`config.mk`:
```
export PLATFORM = sky130hd
export DESIGN_NAME = rc4_ctrl_flat
export DESIGN_NICKNAME = d
export VERILOG_FILES = /design/src/rtl/rc4_pkg.sv /design/src/rtl/rc4_ctrl_if.sv /design/src/rtl/rc4_key_regfile.sv /design/src/rtl/rc4_ctrl.sv /design/src/flat_wrapper.sv
export SDC_FILE = /design/constraint.sdc
export NUM_CORES = 1
export LEC_CHECK = 0
export CAP_MARGIN = 20
export CORE_ASPECT_RATIO = 0.75
export CORE_MARGIN = 2
export CORE_UTILIZATION = 54
export CTS_BUF_LIST = sky130_fd_sc_hd__clkbuf_4 sky130_fd_sc_hd__clkbuf_8
export DETAILED_ROUTE_END_ITERATION = 10
export PLACE_DENSITY = 0.79
export REMOVE_ABC_BUFFERS = 1
export SLEW_MARGIN = 0
export SYNTH_ARGS = -nofsm -noshare
export SYNTH_HDL_FRONTEND = slang
export SYNTH_SLANG_ARGS = --single-unit
```
`constraint.sdc`:
```
create_clock -name clk -period 3.6 [get_ports clk]
set_clock_uncertainty 0.2 [all_clocks]
set_input_delay 0.54 -clock clk [delete_from_list [all_inputs] [get_ports clk]]
set_output_delay 0.54 -clock clk [all_outputs]
set_load 0.005 [all_outputs]
```
`src/rtl/rc4_pkg.sv`:
```
// rc4_pkg: shared types and sizes for the RC4 keystream controller.
//   SBOX_SIZE/KEY_MAX size the permutation table and key store;
//   state_e enumerates the controller FSM states.
package rc4_pkg;

    localparam int unsigned SBOX_SIZE = 256;
    localparam int unsigned KEY_MAX   = 16;
    localparam int unsigned DATA_W    = 8;
    localparam int unsigned IDX_W     = $clog2(SBOX_SIZE);
    localparam int unsigned KEY_AW    = $clog2(KEY_MAX);

    typedef logic [IDX_W-1:0]  idx_t;
    typedef logic [DATA_W-1:0] byte_t;

    typedef enum logic [2:0] {
        ST_IDLE,
        ST_INIT,
        ST_KSA_RD,
        ST_KSA_SW,
        ST_PRGA_RD,
        ST_PRGA_SW,
        ST_PRGA_OUT,
        ST_HOLD
    } state_e;

endpackage

```
`src/rtl/rc4_ctrl_if.sv`:
```
// rc4_ctrl_if: key load, control, keystream handshake and S-box RAM ports.
//   master: environment side (drives key/control/ready, returns RAM read data)
//   slave : controller side (drives status, keystream and RAM addr/data/wen)
interface rc4_ctrl_if;
    import rc4_pkg::*;

    logic              key_wr_en;
    logic [KEY_AW-1:0] key_wr_addr;
    byte_t             key_wr_data;
    logic [KEY_AW-1:0] key_len_m1;
    logic              start;
    logic              abort;
    logic              busy;
    byte_t             ks_data;
    logic              ks_valid;
    logic              ks_ready;
    logic              ram_wen;
    idx_t              ram_raddr_1;
    idx_t              ram_waddr_2;
    byte_t             ram_wdata_2;
    idx_t              ram_addr_3;
    byte_t             ram_wdata_3;
    byte_t             ram_rdata_1;
    byte_t             ram_rdata_3;

    modport master (
        output key_wr_en, key_wr_addr, key_wr_data, key_len_m1, start, abort, ks_ready,
        output ram_rdata_1, ram_rdata_3,
        input  busy, ks_data, ks_valid,
        input  ram_wen, ram_raddr_1, ram_waddr_2, ram_wdata_2, ram_addr_3, ram_wdata_3
    );

    modport slave (
        input  key_wr_en, key_wr_addr, key_wr_data, key_len_m1, start, abort, ks_ready,
        input  ram_rdata_1, ram_rdata_3,
        output busy, ks_data, ks_valid,
        output ram_wen, ram_raddr_1, ram_waddr_2, ram_wdata_2, ram_addr_3, ram_wdata_3
    );

endinterface

```
`src/rtl/rc4_key_regfile.sv`:
```
// rc4_key_regfile: KEY_MAX x 8 key store, synchronous write, asynchronous read.
//   clk/rst_n : clock, synchronous active-low reset (clears all bytes)
//   we/waddr/wdata : write port;  raddr/rdata : combinational read port
module rc4_key_regfile
    import rc4_pkg::*;
(
    input  logic              clk,
    input  logic              rst_n,
    input  logic              we,
    input  logic [KEY_AW-1:0] waddr,
    input  byte_t             wdata,
    input  logic [KEY_AW-1:0] raddr,
    output byte_t             rdata
);

    byte_t mem_q [KEY_MAX];
    byte_t mem_d [KEY_MAX];

    always_comb begin
        mem_d = mem_q;
        if (we) mem_d[waddr] = wdata;
    end

    always_ff @(posedge clk) begin
        if (!rst_n) begin
            for (int k = 0; k < int'(KEY_MAX); k++) mem_q[k] <= '0;
        end else begin
            mem_q <= mem_d;
        end
    end

    assign rdata = mem_q[raddr];

endmodule

```
`src/rtl/rc4_ctrl.sv`:
```
// rc4_ctrl: RC4 controller driving an external 3-port S-box RAM
// (port 1 read-only, port 2 write-only, port 3 read/write, async reads).
//   clk/rst_n : clock, synchronous active-low reset
//   bus       : key load, start/abort, busy, ks_data/ks_valid/ks_ready, RAM ports
// RAM address/data/wen are combinational from state so a read and the
// dependent swap complete in one cycle each; they are forced to 0 in reset.
module rc4_ctrl
    import rc4_pkg::*;
(
    input  logic         clk,
    input  logic         rst_n,
    rc4_ctrl_if.slave    bus
);

    state_e            state_q, state_d;
    idx_t              i_q, i_d, j_q, j_d, si_q, si_d, t_q, t_d;
    logic [KEY_AW-1:0] kidx_q, kidx_d, klen_q, klen_d;
    byte_t             ks_data_q, ks_data_d;
    logic              ks_valid_q, ks_valid_d;

    idx_t  jn_c, raddr1_c, waddr2_c, addr3_c;
    byte_t wdata2_c, wdata3_c, key_byte_c;
    logic  wen_c, key_we_c;

    // Key bytes may only change while idle.
    assign key_we_c = (state_q == ST_IDLE) && bus.key_wr_en;

    rc4_key_regfile u_key (
        .clk   (clk),
        .rst_n (rst_n),
        .we    (key_we_c),
        .waddr (bus.key_wr_addr),
        .wdata (bus.key_wr_data),
        .raddr (kidx_q),
        .rdata (key_byte_c)
    );

    // RAM addresses and write enable depend only on flops, never on read data.
    always_comb begin
        jn_c     = '0;
        wen_c    = 1'b0;
        raddr1_c = '0;
        waddr2_c = '0;
        addr3_c  = '0;
        case (state_q)
            ST_INIT: begin
                wen_c    = 1'b1;
                waddr2_c = {i_q[IDX_W-2:0], 1'b0};
                addr3_c  = {i_q[IDX_W-2:0], 1'b1};
            end
            ST_KSA_RD:   raddr1_c = i_q;
            ST_KSA_SW: begin
                jn_c     = j_q + si_q + key_byte_c;
                wen_c    = 1'b1;
                waddr2_c = i_q;
                addr3_c  = jn_c;
            end
            ST_PRGA_RD:  raddr1_c = i_q + IDX_W'(1);
            ST_PRGA_SW: begin
                jn_c     = j_q + si_q;
                wen_c    = 1'b1;
                waddr2_c = i_q;
                addr3_c  = jn_c;
            end
            ST_PRGA_OUT: raddr1_c = t_q;
            default: ;
        endcase
        if (!rst_n) begin
            wen_c    = 1'b0;
            raddr1_c = '0;
            waddr2_c = '0;
            addr3_c  = '0;
        end
    end

    // Next state, index updates, swap data and keystream output.
    // When i == jn both ports carry S[i], so the double write is benign.
    always_comb begin
        state_d    = state_q;
        i_d        = i_q;
        j_d        = j_q;
        si_d       = si_q;
        t_d        = t_q;
        kidx_d     = kidx_q;
        klen_d     = klen_q;
        ks_data_d  = ks_data_q;
        ks_valid_d = ks_valid_q;
        wdata2_c   = '0;
        wdata3_c   = '0;
        case (state_q)
            ST_IDLE: begin
                if (bus.start) begin
                    state_d = ST_INIT;
                    i_d     = '0;
                    j_d     = '0;
                    kidx_d  = '0;
                    klen_d  = bus.key_len_m1;
                end
            end
            ST_INIT: begin
                wdata2_c = waddr2_c;
                wdata3_c = addr3_c;
                if (i_q == IDX_W'(SBOX_SIZE / 2 - 1)) begin
                    state_d = ST_KSA_RD;
                    i_d     = '0;
                    kidx_d  = '0;
                end else begin
                    i_d = i_q + IDX_W'(1);
                end
            end
            ST_KSA_RD: begin
                si_d    = bus.ram_rdata_1;
                state_d = ST_KSA_SW;
            end
            ST_KSA_SW: begin
                wdata2_c = bus.ram_rdata_3;
                wdata3_c = si_q;
                j_d      = jn_c;
                i_d      = i_q + IDX_W'(1);
                // Running key index avoids a divider for i mod key length.
                kidx_d   = (kidx_q == klen_q) ? '0 : kidx_q + KEY_AW'(1);
                if (i_q == IDX_W'(SBOX_SIZE - 1)) begin
                    state_d = ST_PRGA_RD;
                    i_d     = '0;
                    j_d     = '0;
                end else begin
                    state_d = ST_KSA_RD;
                end
            end
            ST_PRGA_RD: begin
                i_d     = i_q + IDX_W'(1);
                si_d    = bus.ram_rdata_1;
                state_d = ST_PRGA_SW;
            end
            ST_PRGA_SW: begin
                wdata2_c = bus.ram_rdata_3;
                wdata3_c = si_q;
                t_d      = si_q + bus.ram_rdata_3;
                j_d      = jn_c;
                state_d  = ST_PRGA_OUT;
            end
            ST_PRGA_OUT: begin
                ks_data_d  = bus.ram_rdata_1;
                ks_valid_d = 1'b1;
                state_d    = ST_HOLD;
            end
            ST_HOLD: begin
                if (ks_valid_q && bus.ks_ready) begin
                    ks_valid_d = 1'b0;
                    state_d    = ST_PRGA_RD;
                end
            end
            default: state_d = ST_IDLE;
        endcase
        // Abort outranks start and ks_ready.
        if (bus.abort) begin
            state_d    = ST_IDLE;
            ks_valid_d = 1'b0;
        end
        if (!rst_n) begin
            wdata2_c = '0;
            wdata3_c = '0;
        end
    end

    always_ff @(posedge clk) begin
        if (!rst_n) begin
            state_q    <= ST_IDLE;
            i_q        <= '0;
            j_q        <= '0;
            si_q       <= '0;
            t_q        <= '0;
            kidx_q     <= '0;
            klen_q     <= '0;
            ks_data_q  <= '0;
            ks_valid_q <= 1'b0;
        end else begin
            state_q    <= state_d;
            i_q        <= i_d;
            j_q        <= j_d;
            si_q       <= si_d;
            t_q        <= t_d;
            kidx_q     <= kidx_d;
            klen_q     <= klen_d;
            ks_data_q  <= ks_data_d;
            ks_valid_q <= ks_valid_d;
        end
    end

    assign bus.busy        = (state_q != ST_IDLE);
    assign bus.ks_data     = ks_data_q;
    assign bus.ks_valid    = ks_valid_q;
    assign bus.ram_wen     = wen_c;
    assign bus.ram_raddr_1 = raddr1_c;
    assign bus.ram_waddr_2 = waddr2_c;
    assign bus.ram_wdata_2 = wdata2_c;
    assign bus.ram_addr_3  = addr3_c;
    assign bus.ram_wdata_3 = wdata3_c;

endmodule

```
`src/flat_wrapper.sv`:
```
// flat-port wrapper written by rule: the top's interface ports become plain ports
module rc4_ctrl_flat import rc4_pkg::*;
  (clk, rst_n, bus_key_wr_en, bus_key_wr_addr, bus_key_wr_data, bus_key_len_m1, bus_start, bus_abort, bus_ks_ready, bus_ram_rdata_1, bus_ram_rdata_3, bus_busy, bus_ks_data, bus_ks_valid, bus_ram_wen, bus_ram_raddr_1, bus_ram_waddr_2, bus_ram_wdata_2, bus_ram_addr_3, bus_ram_wdata_3);
  rc4_ctrl_if bus_i ();
  input  logic clk;
  input  logic rst_n;
  input wire logic [$bits(bus_i.key_wr_en)-1:0] bus_key_wr_en;
  input wire logic [$bits(bus_i.key_wr_addr)-1:0] bus_key_wr_addr;
  input wire logic [$bits(bus_i.key_wr_data)-1:0] bus_key_wr_data;
  input wire logic [$bits(bus_i.key_len_m1)-1:0] bus_key_len_m1;
  input wire logic [$bits(bus_i.start)-1:0] bus_start;
  input wire logic [$bits(bus_i.abort)-1:0] bus_abort;
  input wire logic [$bits(bus_i.ks_ready)-1:0] bus_ks_ready;
  input wire logic [$bits(bus_i.ram_rdata_1)-1:0] bus_ram_rdata_1;
  input wire logic [$bits(bus_i.ram_rdata_3)-1:0] bus_ram_rdata_3;
  output wire logic [$bits(bus_i.busy)-1:0] bus_busy;
  output wire logic [$bits(bus_i.ks_data)-1:0] bus_ks_data;
  output wire logic [$bits(bus_i.ks_valid)-1:0] bus_ks_valid;
  output wire logic [$bits(bus_i.ram_wen)-1:0] bus_ram_wen;
  output wire logic [$bits(bus_i.ram_raddr_1)-1:0] bus_ram_raddr_1;
  output wire logic [$bits(bus_i.ram_waddr_2)-1:0] bus_ram_waddr_2;
  output wire logic [$bits(bus_i.ram_wdata_2)-1:0] bus_ram_wdata_2;
  output wire logic [$bits(bus_i.ram_addr_3)-1:0] bus_ram_addr_3;
  output wire logic [$bits(bus_i.ram_wdata_3)-1:0] bus_ram_wdata_3;
  assign bus_i.key_wr_en = bus_key_wr_en;
  assign bus_i.key_wr_addr = bus_key_wr_addr;
  assign bus_i.key_wr_data = bus_key_wr_data;
  assign bus_i.key_len_m1 = bus_key_len_m1;
  assign bus_i.start = bus_start;
  assign bus_i.abort = bus_abort;
  assign bus_i.ks_ready = bus_ks_ready;
  assign bus_i.ram_rdata_1 = bus_ram_rdata_1;
  assign bus_i.ram_rdata_3 = bus_ram_rdata_3;
  assign bus_busy = bus_i.busy;
  assign bus_ks_data = bus_i.ks_data;
  assign bus_ks_valid = bus_i.ks_valid;
  assign bus_ram_wen = bus_i.ram_wen;
  assign bus_ram_raddr_1 = bus_i.ram_raddr_1;
  assign bus_ram_waddr_2 = bus_i.ram_waddr_2;
  assign bus_ram_wdata_2 = bus_i.ram_wdata_2;
  assign bus_ram_addr_3 = bus_i.ram_addr_3;
  assign bus_ram_wdata_3 = bus_i.ram_wdata_3;
  rc4_ctrl u_core (.clk(clk), .rst_n(rst_n), .bus(bus_i));
endmodule
```
[Word-level counts from Yosys, hierarchy flattened]
Cells that the tools add are included.
Word-level totals
  bits in registers: 180
  output and inout port bits: 51
  word-level logic and storage cells: 104
  input port bits: 38
Operators by class
  bitwise gates (word level): 3
  order comparisons: 3
  multiplexer cells: 36
  add/sub/neg operators: 5
  reductions and logical operators: 19
  eq/ne operators: 13
Operators by type and width (count)
  128-bit bitwise mux: 1
  8-bit 2-to-1 mux: 13
  8-bit case mux with 3 select lines: 3
  8-bit case mux with 2 select lines: 3
  8-bit binary-select mux with 4-bit select: 1
  8-bit demux with 4-bit select: 1
  8-bit case mux with 4 select lines: 1
  8-bit adder: 3
  3-bit case mux with 8 select lines: 1
  3-bit equality test (second input constant): 4
  3-bit 2-to-1 mux: 4
  4-bit 2-to-1 mux: 3
  4-bit case mux with 3 select lines: 1
  5-bit greater-or-equal comparator (second input constant): 2
  4-bit NOT with 5-bit output: 2
  3-bit nonzero test: 3
  8-bit by 1-bit adder with 8-bit output (second input constant): 1
  8-bit by 7-bit equality test with 1-bit output (second input constant): 1
  8-bit equality test (second input constant): 1
  2-bit AND reduction: 4
  3-bit by 2-bit equality test with 1-bit output (second input constant): 2
  3-bit AND reduction: 2
  2-bit OR reduction: 3
  5-bit by 1-bit < comparator with 1-bit output (second input constant): 1
  13 further kinds: 18

[Logic depth before layout (Yosys ltp)]
  depth in word-level cells: 9
  mapped depth: 17
  depth with buffers taken out: 14

[By module]
A second synthesis with hierarchy kept.
Unflattened totals
  cell total of the unflattened synthesis: 1173
  area, all modules: 10241.1 sq um
By module, submodules not included
  rc4_key_regfile: cells each 690, area an instance 6442.4 sq um, times used 1, sequential area each 2562.5 sq um
  rc4_ctrl: cells each 483, area an instance 3798.6 sq um, times used 1, sequential area each 1041.0 sq um

[Worst setup path before layout]
Ideal clock, no wire load.
  kind: register -> output
  from: register u_core.kidx_q[0]
  to: output port bus_ram_addr_3[4]
  required time: 2.860 ns
  arrival time: 3.075 ns
  setup slack: -0.215 ns
  stages on the path, launching flop included: 17
  path buffers: 3
  cell sequence: dfxtp_1 > buf_6 > buf_6 > clkbuf_1 > mux2i_1 > a221oi_1 > o21ai_0 > nand2_1 > ha_1 > inv_1 > fa_1 > nor2b_1 > o21a_1 > o21a_1 > nor2_1 > a221oi_1 > nor2_1
Between the ends
  cells in the longest elaborated chain, start to end: 7
RTL lines
  start, declared: RTL line rc4_ctrl.sv:17  | logic [KEY_AW-1:0] kidx_q, kidx_d, klen_q, klen_d;
  start signal, assigned: RTL line rc4_ctrl.sv:183  | kidx_q <= kidx_d;
  4-bit NOT with 5-bit output (not written as such): RTL line rc4_key_regfile.sv:32  | assign rdata = mem_q[raddr];
  8-bit binary-select mux with 4-bit select: RTL line rc4_key_regfile.sv:32
  8-bit 2-to-1 mux (not written as such) (2 in a row): RTL line rc4_key_regfile.sv:32
  8-bit adder: RTL line rc4_ctrl.sv:53  | jn_c = j_q + si_q + key_byte_c;
  8-bit case mux with 3 select lines: RTL line rc4_ctrl.sv:45  | case (state_q)
  8-bit 2-to-1 mux: RTL line rc4_ctrl.sv:68  | if (!rst_n) begin
  end, declared: RTL line flat_wrapper.sv:23  | output wire logic [$bits(bus_i.ram_addr_3)-1:0] bus_ram_addr_3;
No other way between the ends. The select of a mux whose other input is x is not followed.

[Worst setup path after layout]
  from: register u_core.kidx_q[0]
  to: output port bus_ram_addr_3[5]
The elaborated chain is that of the path after synthesis.

==> impl.org <==
** Outcome
- The flow ran to the end, but the final reports show violations.
- Violated checks :: setup timing

** Logic synthesis
- Prevailing post-synth register cell :: sky130_fd_sc_hd__dfxtp_1
- After synthesis, the share of flip-flops with an asynchronous set or reset is 0.
- Simple-gate area share of the yosys netlist :: 0.198
- Of the synthesized area, sequential elements account for 0.372.
- Post-synthesis mux area share :: 0.175
- Number of flops mapped to enable cells by yosys :: 0
- After synthesis the cells add up to 0.00968 mm².
- Synthesis produced a netlist whose cell count is 1161.
- Mean Syn Cell Area :: 8.34 µm²
- After synthesis the netlist holds a flip-flop and latch count of 180.
- Yosys printed 0 warnings.
- Largest family of logic cells by synthesized area :: simple AND/OR/NAND/NOR gates
- Fraction of the mapped netlist area in compound gates :: 0.150
- The synthesized netlist contains 63 unique library cells.
- Of the total synthesized cell area, the portion taken by full adders, half adders and majority gates is 0.0359.
- Of the total synthesized cell area, the portion taken by XOR and XNOR cells is 0.0235.

** Critical path
- Critical path class :: reg2out
- Startpoint types :: flop
- WP buf/inv :: 5
- In this run the register-to-register setup slack is 120 ps.
- Critical path peak fanout :: 5
- Critical path data required time :: 2860 ps
- The critical path goes through buf_6 -> buf_4 -> mux4_2 -> a22oi_2 -> and2_4 -> inv_2 -> ha_4 -> a211oi_4 -> buf_4 -> o21bai_1 -> a21oi_2 -> xnor2_1 -> nand2_1 -> a21oi_2 -> buf_2.
- Worst reg-to-reg path cell count :: 16
- Cell with the largest stage delay on the worst path :: sky130_fd_sc_hd__mux4_2
- In this run the critical register-to-register path is launched from u_core.kidx_q[0].
- For the worst setup path, the data arrival time is 3530 ps.
- In this design, the largest share of critical-path delay is due to compound AO/OA/AOI/OAI gates.
- In this run the critical register-to-register path is captured at u_core.j_q[7].
- Maximum single-stage delay on the critical path :: 510 ps
- The worst setup path is captured at an output port.

** Power and ir drop
- Leakage power total :: 4.79 nW
- The completed layout was analyzed and its total power is 3.94 mW.
- Proportion of total power due to net switching :: 0.282
- Net switching power figure :: 1.11 mW
- IR drop worst, VDD :: 0.215 mV
- Power density over cell area :: 319 mW/mm²
- Of the total power, the clock network draws 0.355.
- Internal Pwr Total :: 2.83 mW
- Logic pwr share :: 0.127
- Reg power frac :: 0.518

** Finish
- Layout cells sized above 1 :: 0.210
- In the final layout, flip-flops and latches occupy 0.00361 mm².
- For this run, the number of standard cells in the final layout without fillers is 1579.
- Total inserted antenna cells :: 0
- Once layout is complete, the utilization of the core stands at 0.702.
- At the end of the flow, the number of nets in the layout was 1388.
- The library cells used most frequently in the layout, excluding fill and tap cells, are sky130_fd_sc_hd__dfxtp_1 (175), sky130_fd_sc_hd__nor2_1 (153), sky130_fd_sc_hd__nand2_1 (143), sky130_fd_sc_hd__buf_4 (124), sky130_fd_sc_hd__mux2i_1 (118).
- Relative to the synthesized area, the layout overhead comes to 27.5%.
- FILL cells :: 1308
- The library cell used most frequently in the layout, excluding fill and tap cells, is sky130_fd_sc_hd__dfxtp_1.
- Summing all multi-input logic gate instances after layout gives 0.00592 mm².

** CTS
- The clock reaches the later pin of the worst-skew pair after 480 ps.
- Maximum clock path buffer count :: 2
- Number of buffers created by CTS :: 17
- CTS tree :: done
- The tree is rooted in a sky130_fd_sc_hd__clkbuf_8.
- The H-tree generated during clock tree synthesis spans 4 levels.
- Clock transition at the registers of the reported paths :: 100 ps
- Sink count of the clock tree :: 180

** GRT
- The initial antenna violation count is 0.
- Number of global-route vias before repair :: 8717
- Tot GR Track Use :: 0.316
- Global routing finished with a remaining overflow of 0.
- The first global-routing pass estimated 46500 µm of wire.
- Largest net degree at the start of global routing :: 70

** Route
- Drt total wl :: 31000 µm
- Mean number of vias per cell :: 6.11
- Residual DRC count :: 0
- Routed wirelength normalized by instance count :: 19.6 µm
- The final route contains 9646 vias.
- Post-detailed-route count of antenna-violating nets :: 0
- Number of DRC markers in iteration 0 :: 1154
- First-pass iteration count of the detailed router :: 8

** Die
- 89 I/O pins were placed.
- DIE AREA :: 0.0190 mm²
- Die boundary height :: 120 µm
- The die is 159 µm wide.
- Core ar. :: 0.0176 mm²
- In this run the core area contains 42 standard-cell rows.
- The initial utilization of the core area, before any placement, comes to 0.550.

** Place
- Routability congestion estimate from global placement :: 0.976
- After legalization and detailed placement, the total HPWL measured 20500 µm.
- Count of buffers inserted at the top-level ports :: 88
- Instance count after placement with tap cells included :: 1513

** Hold path
- The path with the worst hold slack has its endpoint at u_core.bus.ks_data[3].
- Beginning of the worst hold path :: u_core.bus.ks_data[3]
- Hold Path Cell Cnt :: 2
- Class of the tightest hold or removal check :: reg2reg

** STA
- After routing, the total negative slack on setup checks comes to -8470 ps.
- The smallest clock period supported by the final layout is computed as 4270 ps.
- Hold WS :: 258 ps
- In this run the tightest slew margin relative to its limit is 0.383.
- Crit path setup slack, layout :: -671 ps
- Of the available clock period, the critical path in the final layout requires 1.19.
- Max Clock Freq :: 0.234 GHz
- Setup repair after global routing could not meet its margin everywhere.
- At the pin with the least slew margin, the transition time is 926 ps.
- The final hold violation count was 0.
- Total count of max-transition violations in the final report :: 0
- Setup violations remaining at the end of the flow were counted as 16.

** Run
- Max-cap violations in this run came to 0.
[synth_stat cells (4+ instances only)]
| library cell | instances | share of area |
|---|---|---|
| sky130_fd_sc_hd__nor3_1 | 11 | 0.0057 |
| sky130_fd_sc_hd__ha_1 | 23 | 0.030 |
| sky130_fd_sc_hd__a211oi_1 | 9 | 0.0070 |
| sky130_fd_sc_hd__o21ai_0 | 35 | 0.018 |
| sky130_fd_sc_hd__a21oi_1 | 116 | 0.060 |
| sky130_fd_sc_hd__xor2_1 | 10 | 0.0090 |
| sky130_fd_sc_hd__dfxtp_1 | 180 | 0.37 |
| sky130_fd_sc_hd__nand2_1 | 145 | 0.056 |
| sky130_fd_sc_hd__buf_2 | 6 | 0.0031 |
| sky130_fd_sc_hd__o31ai_1 | 5 | 0.0039 |
| sky130_fd_sc_hd__nor3b_1 | 6 | 0.0047 |
| sky130_fd_sc_hd__a221oi_1 | 7 | 0.0063 |
| sky130_fd_sc_hd__nor2b_1 | 12 | 0.0078 |
| sky130_fd_sc_hd__xnor2_1 | 16 | 0.014 |
| sky130_fd_sc_hd__and3_1 | 5 | 0.0032 |
| sky130_fd_sc_hd__inv_1 | 19 | 0.0074 |
| sky130_fd_sc_hd__o22ai_1 | 6 | 0.0039 |
| sky130_fd_sc_hd__o211ai_1 | 10 | 0.0078 |
| sky130_fd_sc_hd__and2_1 | 7 | 0.0045 |
| sky130_fd_sc_hd__nor2_1 | 154 | 0.060 |
| sky130_fd_sc_hd__o221ai_1 | 5 | 0.0045 |
| sky130_fd_sc_hd__buf_1 | 10 | 0.0039 |
| sky130_fd_sc_hd__a31oi_1 | 4 | 0.0026 |
| sky130_fd_sc_hd__mux2i_1 | 119 | 0.12 |
| sky130_fd_sc_hd__mux2_2 | 7 | 0.0081 |
| sky130_fd_sc_hd__a21o_1 | 13 | 0.010 |
| sky130_fd_sc_hd__clkbuf_1 | 70 | 0.027 |
| sky130_fd_sc_hd__a22oi_1 | 10 | 0.0078 |
| sky130_fd_sc_hd__nand3_1 | 68 | 0.035 |
| sky130_fd_sc_hd__nand2b_1 | 5 | 0.0032 |
| sky130_fd_sc_hd__mux4_2 | 19 | 0.044 |
[worst max-delay path by stage]
stage | depth (start not counted) | startpoint | end
after CTS | 15 | u_core.kidx_q[0] | bus_ram_wdata_3[1]
final | 15 | u_core.kidx_q[0] | bus_ram_addr_3[5]
after global placement | 13 | u_core.kidx_q[0] | bus_ram_addr_3[5]
after detailed placement | 14 | u_core.si_q[0] | bus_ram_addr_3[7]
after floorplan | 11 | u_core.kidx_q[0] | bus_ram_addr_3[5]
after global routing | 15 | u_core.kidx_q[0] | bus_ram_wdata_3[1]
[power by group through the flow]
stage	combinational, mW	sequential [mW]	clock, mW
CTS	0.461	2.04	1.40
finish	0.502	2.04	1.40
global placement	0.420	2.08	0
detailed placement	0.428	2.08	0
floorplan	0.201	2.10	0
global route	0.528	2.04	1.48
[timing repair]
action | in CTS | in global routing
gates cloned | 1 | 0
gates resized for setup | 104 | 54
endpoints found under the setup margin | 20 | 21
hold buffers | 0 | 0
pin swaps | 42 | 44
setup buffers | 20 | 15
[flip-flops by register name, indices dropped and copies added, names as in the netlist, 4 cells and up]
signal	flops
u_core.u_key.mem_q	128
u_core.bus.ks_data	8
u_core.i_q	8
u_core.j_q	8
u_core.si_q	8
u_core.t_q	8
u_core.kidx_q	4
u_core.klen_q	4
[cells by family after synthesis]
logic type,Yosys count
AND/OR/NAND/NOR,433
adder cells (fa/ha/maj),26
buffers and inverters,110
XOR/XNOR,26
AO/OA/AOI/OAI,241
multiplexers,145
flip-flops,180
[layer usage]
| metal | routed length, µm | track usage | vias up | share of wire |
|---|---|---|---|---|
| met5 | 0 | 0 | - | 0 |
| met4 | 775 | 0.0805 | 0 | 0.025 |
| met3 | 3450 | 0.0878 | 89 | 0.11 |
| met2 | 13400 | 0.453 | 513 | 0.43 |
| met1 | 13300 | 0.467 | 4627 | 0.43 |
| li1 | - | - | 4417 | - |
[stage by stage]
step	instance area (µm²)	setup WS [ps]
4_1_cts	12100	-606
6_report	12400	-671
5_1_grt	12400	-786
3_5_place_dp	11400	-566
3_3_place_gp	11400	-498
2_1_floorplan	9330	-1270
[layout make-up]
| cell class | count | share of cell area |
|---|---|---|
| sequential | 180 | 0.292 |
| clock inverter | 14 | 0.0114 |
| clock buffer | 18 | 0.0201 |
| multi-input combinational | 871 | 0.479 |
| timing repair buffer | 232 | 0.165 |
| tap | 242 | 0.0245 |
| inverter | 22 | 0.00689 |
[worst register-to-register path, cell delays in order (launching register included)]
cell and delay (ps):
sky130_fd_sc_hd__dfxtp_4 410, sky130_fd_sc_hd__buf_6 140, sky130_fd_sc_hd__buf_4 120, sky130_fd_sc_hd__mux4_2 510, sky130_fd_sc_hd__a22oi_2 160, sky130_fd_sc_hd__and2_4 170, sky130_fd_sc_hd__inv_2 40, sky130_fd_sc_hd__ha_4 220
sky130_fd_sc_hd__a211oi_4 250, sky130_fd_sc_hd__buf_4 160, sky130_fd_sc_hd__buf_6 80, sky130_fd_sc_hd__o211ai_1 70, sky130_fd_sc_hd__nand2_1 130, sky130_fd_sc_hd__buf_4 120, sky130_fd_sc_hd__buf_4 120, sky130_fd_sc_hd__or4b_1 440
sky130_fd_sc_hd__nand3_1 90
Power figures use the tool's default switching activity.
